[config.mk]
export PLATFORM = sky130hd
export DESIGN_NAME = div_rate_ctrl
export DESIGN_NICKNAME = d
export VERILOG_FILES = /design/src/rtl/div_ctrl_pkg.sv /design/src/rtl/div_counter.sv /design/src/rtl/div_rate_ctrl.sv
export SDC_FILE = /design/constraint.sdc
export NUM_CORES = 1
export LEC_CHECK = 0
export CAP_MARGIN = 20
export CORE_MARGIN = 2
export CORE_UTILIZATION = 53
export CTS_CLUSTER_DIAMETER = 200
export CTS_CLUSTER_SIZE = 12
export DETAILED_ROUTE_END_ITERATION = 10
export GPL_TIMING_DRIVEN = 0
export MAX_ROUTING_LAYER = met4
export PLACE_DENSITY = 0.77
export SLEW_MARGIN = 25
export SYNTH_ARGS = -nofsm -noshare
export SYNTH_HDL_FRONTEND = slang
export SYNTH_SLANG_ARGS = --single-unit
[constraint.sdc]
create_clock -name clk -period 3 [get_ports clk]
set_input_delay 0.3 -clock clk [delete_from_list [all_inputs] [get_ports clk]]
set_output_delay 0.3 -clock clk [all_outputs]
set_load 0.02 [all_outputs]
[src/rtl/div_ctrl_pkg.sv]
// Shared types and helpers for the divider rate controller.
// Holds the FSM state encoding, mode encodings and the zero-to-one normaliser.
package div_ctrl_pkg;

   typedef enum logic [1:0] {
      IDLE  = 2'd0,
      RUN   = 2'd1,
      BURST = 2'd2
   } state_t;

   localparam logic MODE_CONT  = 1'b0;
   localparam logic MODE_BURST = 1'b1;

   // Wide enough for any divisor/burst width used here; callers cast in and out.
   localparam int NORM_W = 64;

   function automatic logic [NORM_W-1:0] norm_nonzero(input logic [NORM_W-1:0] v);
      return (v == '0) ? {{(NORM_W-1){1'b0}}, 1'b1} : v;
   endfunction

endpackage

[src/rtl/div_counter.sv]
// Divide counter: counts 0..div-1 while enabled, wraps at terminal count.
// The terminal flag is combinational so the controller can register tick from it.
module div_counter #(
   parameter int CNT_W = 32
) (
   input  logic             clk,
   input  logic             rst,
   input  logic             en,
   input  logic             clr,
   input  logic [CNT_W-1:0] div,
   output logic [CNT_W-1:0] cnt,
   output logic             terminal
);

   assign terminal = (cnt == div - CNT_W'(1));

   always_ff @(posedge clk) begin
      if (rst || clr) begin
         cnt <= '0;
      end else if (en) begin
         cnt <= terminal ? '0 : cnt + CNT_W'(1);
      end
   end

endmodule

[src/rtl/div_rate_ctrl.sv]
// Clock-divider rate controller: active/pending divisor, run/burst FSM, tick and clk_div.
// Optional status outputs (tick_cnt, cur_div) are built when DIV_RATE_CTRL_STATUS_EN is defined.
module div_rate_ctrl
   import div_ctrl_pkg::*;
#(
   parameter int CNT_W       = 32,
   parameter int BURST_W     = 16,
   parameter int DEFAULT_DIV = 2
) (
   input  logic               clk,
   input  logic               rst,
   input  logic               cfg_valid,
   output logic               cfg_ready,
   input  logic [CNT_W-1:0]   cfg_div,
   input  logic               mode,
   input  logic [BURST_W-1:0] burst_len,
   input  logic               start,
   input  logic               stop,
   output logic               tick,
   output logic               clk_div,
   output logic               busy,
   output logic               done,
`ifdef DIV_RATE_CTRL_STATUS_EN
   output logic [31:0]        tick_cnt,
   output logic [CNT_W-1:0]   cur_div,
`endif
   output state_t             fsm_state
);

   // cfg handshake: a transfer happens on any cycle where cfg_valid && cfg_ready.
   state_t               state_q, state_d;
   logic [CNT_W-1:0]     active_div;
   logic [CNT_W-1:0]     pend_div;
   logic                 pend_vld;
   logic                 stop_req;
   logic [BURST_W-1:0]   burst_rem;
   logic [CNT_W-1:0]     cnt;
   logic                 terminal;
   logic                 start_go;
   logic                 end_now;
   logic                 count_en;
   logic                 period_end;
   logic                 cfg_fire;
   logic [CNT_W-1:0]     cfg_norm;

   assign busy       = (state_q != IDLE);
   assign fsm_state  = state_q;
   assign cfg_ready  = !pend_vld;
   assign cfg_fire   = cfg_valid && cfg_ready;
   assign cfg_norm   = CNT_W'(norm_nonzero(NORM_W'(cfg_div)));
   assign count_en   = busy || start_go;
   assign period_end = busy && terminal;

   div_counter #(
      .CNT_W(CNT_W)
   ) u_counter (
      .clk      (clk),
      .rst      (rst),
      .en       (count_en),
      .clr      (!count_en),
      .div      (active_div),
      .cnt      (cnt),
      .terminal (terminal)
   );

   always_comb begin
      state_d  = state_q;
      start_go = 1'b0;
      end_now  = 1'b0;
      unique case (state_q)
         IDLE: begin
            if (start && !stop) begin
               start_go = 1'b1;
               state_d  = (mode == MODE_BURST) ? BURST : RUN;
            end
         end
         RUN: begin
            if (terminal && stop_req) begin
               end_now = 1'b1;
               state_d = IDLE;
            end
         end
         BURST: begin
            if (terminal && (stop_req || burst_rem == BURST_W'(1))) begin
               end_now = 1'b1;
               state_d = IDLE;
            end
         end
         default: state_d = IDLE;
      endcase
   end

   always_ff @(posedge clk) begin
      if (rst) begin
         state_q <= IDLE;
      end else begin
         state_q <= state_d;
      end
   end

   // The counter already sits at 0 in the start cycle, so the first tick lands active_div cycles later.
   always_ff @(posedge clk) begin
      if (rst) begin
         tick    <= 1'b0;
         clk_div <= 1'b0;
         done    <= 1'b0;
      end else begin
         tick <= count_en && terminal;
         done <= end_now;
         if (count_en && terminal) begin
            clk_div <= ~clk_div;
         end
      end
   end

   always_ff @(posedge clk) begin
      if (rst) begin
         stop_req  <= 1'b0;
         burst_rem <= '0;
      end else begin
         if (!busy || end_now) begin
            stop_req <= 1'b0;
         end else if (stop) begin
            stop_req <= 1'b1;
         end
         if (start_go) begin
            burst_rem <= BURST_W'(norm_nonzero(NORM_W'(burst_len)));
         end else if (period_end && state_q == BURST) begin
            burst_rem <= burst_rem - BURST_W'(1);
         end
      end
   end

   // Divisor changes while busy wait in pend_div and only land on a period boundary.
   always_ff @(posedge clk) begin
      if (rst) begin
         active_div <= CNT_W'(DEFAULT_DIV);
         pend_div   <= '0;
         pend_vld   <= 1'b0;
      end else if (!busy) begin
         if (pend_vld) begin
            active_div <= pend_div;
            pend_vld   <= 1'b0;
         end else if (cfg_fire) begin
            active_div <= cfg_norm;
         end
      end else begin
         if (period_end && pend_vld) begin
            active_div <= pend_div;
            pend_vld   <= 1'b0;
         end
         if (cfg_fire) begin
            pend_div <= cfg_norm;
            pend_vld <= 1'b1;
         end
      end
   end

`ifdef DIV_RATE_CTRL_STATUS_EN
   assign cur_div = active_div;

   always_ff @(posedge clk) begin
      if (rst || start_go) begin
         tick_cnt <= '0;
      end else if (tick && tick_cnt != 32'hFFFF_FFFF) begin
         tick_cnt <= tick_cnt + 32'd1;
      end
   end
`endif

endmodule

==> results.md <==
- Status: finished with violations
- Failing checks: setup timing
- Post-Syn Area: around 0.007 mm²
- Worst hold start: pend_div[29]
- Clk_lat worst skew: about 0.43 ns
- Setup WS pre-CTS: -0.959 ns
- Top_reg_cell synth: dfxtp_1
- Post-layout min period: ~3.4 ns
- Slew HR: 47.2%
- 1st-iter DRT viols: roughly 900
- Post-synth EDFFs: 0
- H-tree depth: 4
- Row cnt: 42
- Hold path endpoint: pend_div[29]
- Fillers: 961
- Post-synth top area share: between 30% and 40%
- Total GRT Usage: between 30% and 40%
- Hold Crit Class: reg2reg
- PortBufs: 60
- Core box area: 0.0132 mm²
- CTS tree: built
- Diodes inserted: 0
- CTS root buf: clkbuf_16
- Via density: 6.21
- Worst-path clk slew: roughly 0.06 ns
- Clk sink count: between 100 and 150
- Slew @ Worst Pin: 0.789 ns
- Initial cell density of the core: 54.2%
- Pin count of the biggest net entering global routing: 17
- CTS Buf Count: 17
- Crit share post-route: 113%
- Post-route core utilization: approximately three quarters
- Worst vdd ir: around 500 µV
- WP data arrival: between 3 and 4 ns
- Synth area leaders: dfxtp_1 33%, a21oi_1 9.1%, nand2_1 8.6%
- First-pass GRT wire length: between 30000 and 40000 µm
- Critical Path Sink Type: register
- Remaining DRCs: 0
- Hold Buf Count CTS: 0
- Routed wire length: 23500 µm
- RSZ-0062 raised after global routing: true
- Hold path depth: 2
- Die area: around 0.014 mm²
- Gpl congestion: roughly 0.96
- Worst reg2reg path depth: 12
- Final Skew: around 0.009 ns
- Nets: 1130
- Register area share after synthesis: 33.2%
- Die X: roughly 120 µm
- Synthesized Nets: 1021
- GRT met1 Usage: ~42%
- GR Util met3: under 10%
- Setup WS post-layout: -0.381 ns
- Most used routing layer: met2
- Largest area contributor in the netlist: dfxtp_1
- Post-Syn Area per Cell: approximately 7.5 µm²
- Synthesized flop and latch total: around 120
- CP Data Required Time: about 3.4 ns
- Footprint of the multi-input gates: 0.00498 mm²
- Fin area: roughly 0.0097 mm²
- Worst setup SP type: register
- Final Slew Violations: 0
- WL per Instance: roughly 19 µm
- Post-synth ARST share: 0%
- Ys Warns: 0
- Vias in the first global route: a little over 7000
- Post-route ant nets: 0
- Vias post-DR: approximately 7800
- Power Dens Cells: 642 mW/mm²
- Met2 Use GR: between 40% and 50%
- Io pins: slightly above 60
- Area of placed instances: roughly 0.0080 mm²
- Leakage: approximately 0.0034 µW
- Seq. cell area: between 0.002 and 0.0025 mm²
- Total power: 6240 µW
- Netlist cell types: 82
- Worst Path Class, Setup: reg2reg
- Fmax: between 200 and 300 MHz
- Setup violators final: 85
- Proportion of layout cells with a drive suffix above 1: between 10% and 20%
- RR Endpoint: active_div[28]
- Most common cell after layout, fill and taps aside: nand2_1
- Setup TNS: -21.08 ns
- Most frequent cells in the layout: 162 x nand2_1, 105 x dfxtp_1, 101 x a21oi_1, 84 x nor2_1, 60 x clkdlybuf4s50_1
- GRT overflow: 0
- Drt pass-1 iters: 7
- Area grow syn2layout: 35.4%
- R2R Setup Slk: -0.38 ns
- Hold Fails Final Rpt: 0
- Max FO, Critical Path: 10
- Worst reg2reg path startpoint: active_div[18]
- Hpwl dp: approximately 15000 µm
- Die height: approximately 120 µm
- Initial antenna violation count: 0
- Syn Inst Count: between 900 and 1000
- Maxcap violations: 0
- Clock Tree Buf Depth: 2
==> routing by layer <==
metal	vias up	share of wire, %
li1	3624	-
met1	3710	41
met2	391	47
met3	87	8.7
met4	0	3.3
met5	-	0
==> cell usage after synthesis (all sizes together) (3+ instances only) <==
cell	n
xnor2	39
and3	13
o31a	3
o311a	3
dfxtp	119
inv	12
nand3b	30
a2111oi	3
a41oi	3
nand4	16
clkbuf	51
o2111ai	3
a211oi	3
nor2	88
ha	7
nor3	31
nor2b	5
and4	4
nand3	34
or3	11
o21ai	13
o211ai	3
nor4	34
mux2i	6
nand2b	4
and2	7
buf	16
a31oi	10
a21oi	131
nor4b	5
and4b	3
nand2	164
or4	8
xor2	32
or2	8
==> where the power goes <==
group | switching, µW | leakage [µW] | internal [µW] | total [µW]
combinational | 1090 | 0.00207 | 865 | 1950
clock | 780 | 0.000323 | 1600 | 2380
sequential | 194 | 0.000975 | 1710 | 1910
==> final cells by class <==
| type | instances | share of cell area [%] |
|---|---|---|
| plain buffers | 56 | 4.00 |
| clock buffers | 20 | 4.70 |
| clock inverters | 12 | 2.28 |
| inverters | 13 | 0.502 |
| multi-input cells | 761 | 51.2 |
| flip-flops and latches | 119 | 24.8 |
| well taps | 176 | 2.27 |
| repair buffers | 101 | 10.3 |
==> what timing repair did <==
item	in CTS	in global routing
setup endpoints to repair	87	87
cloned	1	2
pin swaps	32	30
buffers inserted	26	12
resized for setup	85	74
==> state kept, by name (all words and copies together), names as in the netlist <==
signal and count:
u_counter.cnt 32, pend_vld 1, pend_div 32, stop_req 1, active_div 32, tick 1, done 1, burst_rem 16
fsm_state 2, clk_div 1
==> cell families after synthesis <==
family | after synthesis | share of synthesized area (%)
compound gates | 201 | 16.8
xor+xnor | 71 | 8.66
fa+ha+maj | 7 | 1.22
buf+inv | 80 | 5.35
flops | 119 | 33.2
mux | 7 | 0.994
simple gates | 475 | 33.8
==> worst max path at each step <==
| stage | from | endpoint | slack (ns) | cells past startpoint |
|---|---|---|---|---|
| 2_1_floorplan | active_div[15] | burst_rem[8] | -0.11 | 12 |
| 3_3_place_gp | active_div[2] | burst_rem[1] | -0.89 | 11 |
| 3_5_place_dp | active_div[2] | u_counter.cnt[25] | -0.96 | 12 |
| 4_1_cts | active_div[17] | burst_rem[4] | -0.39 | 11 |
| 5_1_grt | active_div[18] | active_div[5] | -0.50 | 12 |
| 6_report | active_div[18] | active_div[28] | -0.38 | 12 |
==> stage by stage <==
stage          hold slack [ns]  instances
2_1_floorplan            0.434        960
3_5_place_dp             0.446       1196
6_report                 0.454       1258
5_1_grt                  0.474       1258
4_1_cts                  0.454       1247
3_3_place_gp             0.442       1196
==> critical path, stage by stage, from the launching register on <==
cell	delay (ns)
dfxtp_4	0.37
or4_4	0.53
or4_4	0.60
nor4_4	0.21
o22ai_2	0.13
nor4b_2	0.28
and4b_2	0.32
buf_8	0.15
a21oi_4	0.07
buf_12	0.15
clkbuf_16	0.16
nand3b_1	0.17
a21oi_2	0.15
(Power assumes the default switching activity.)
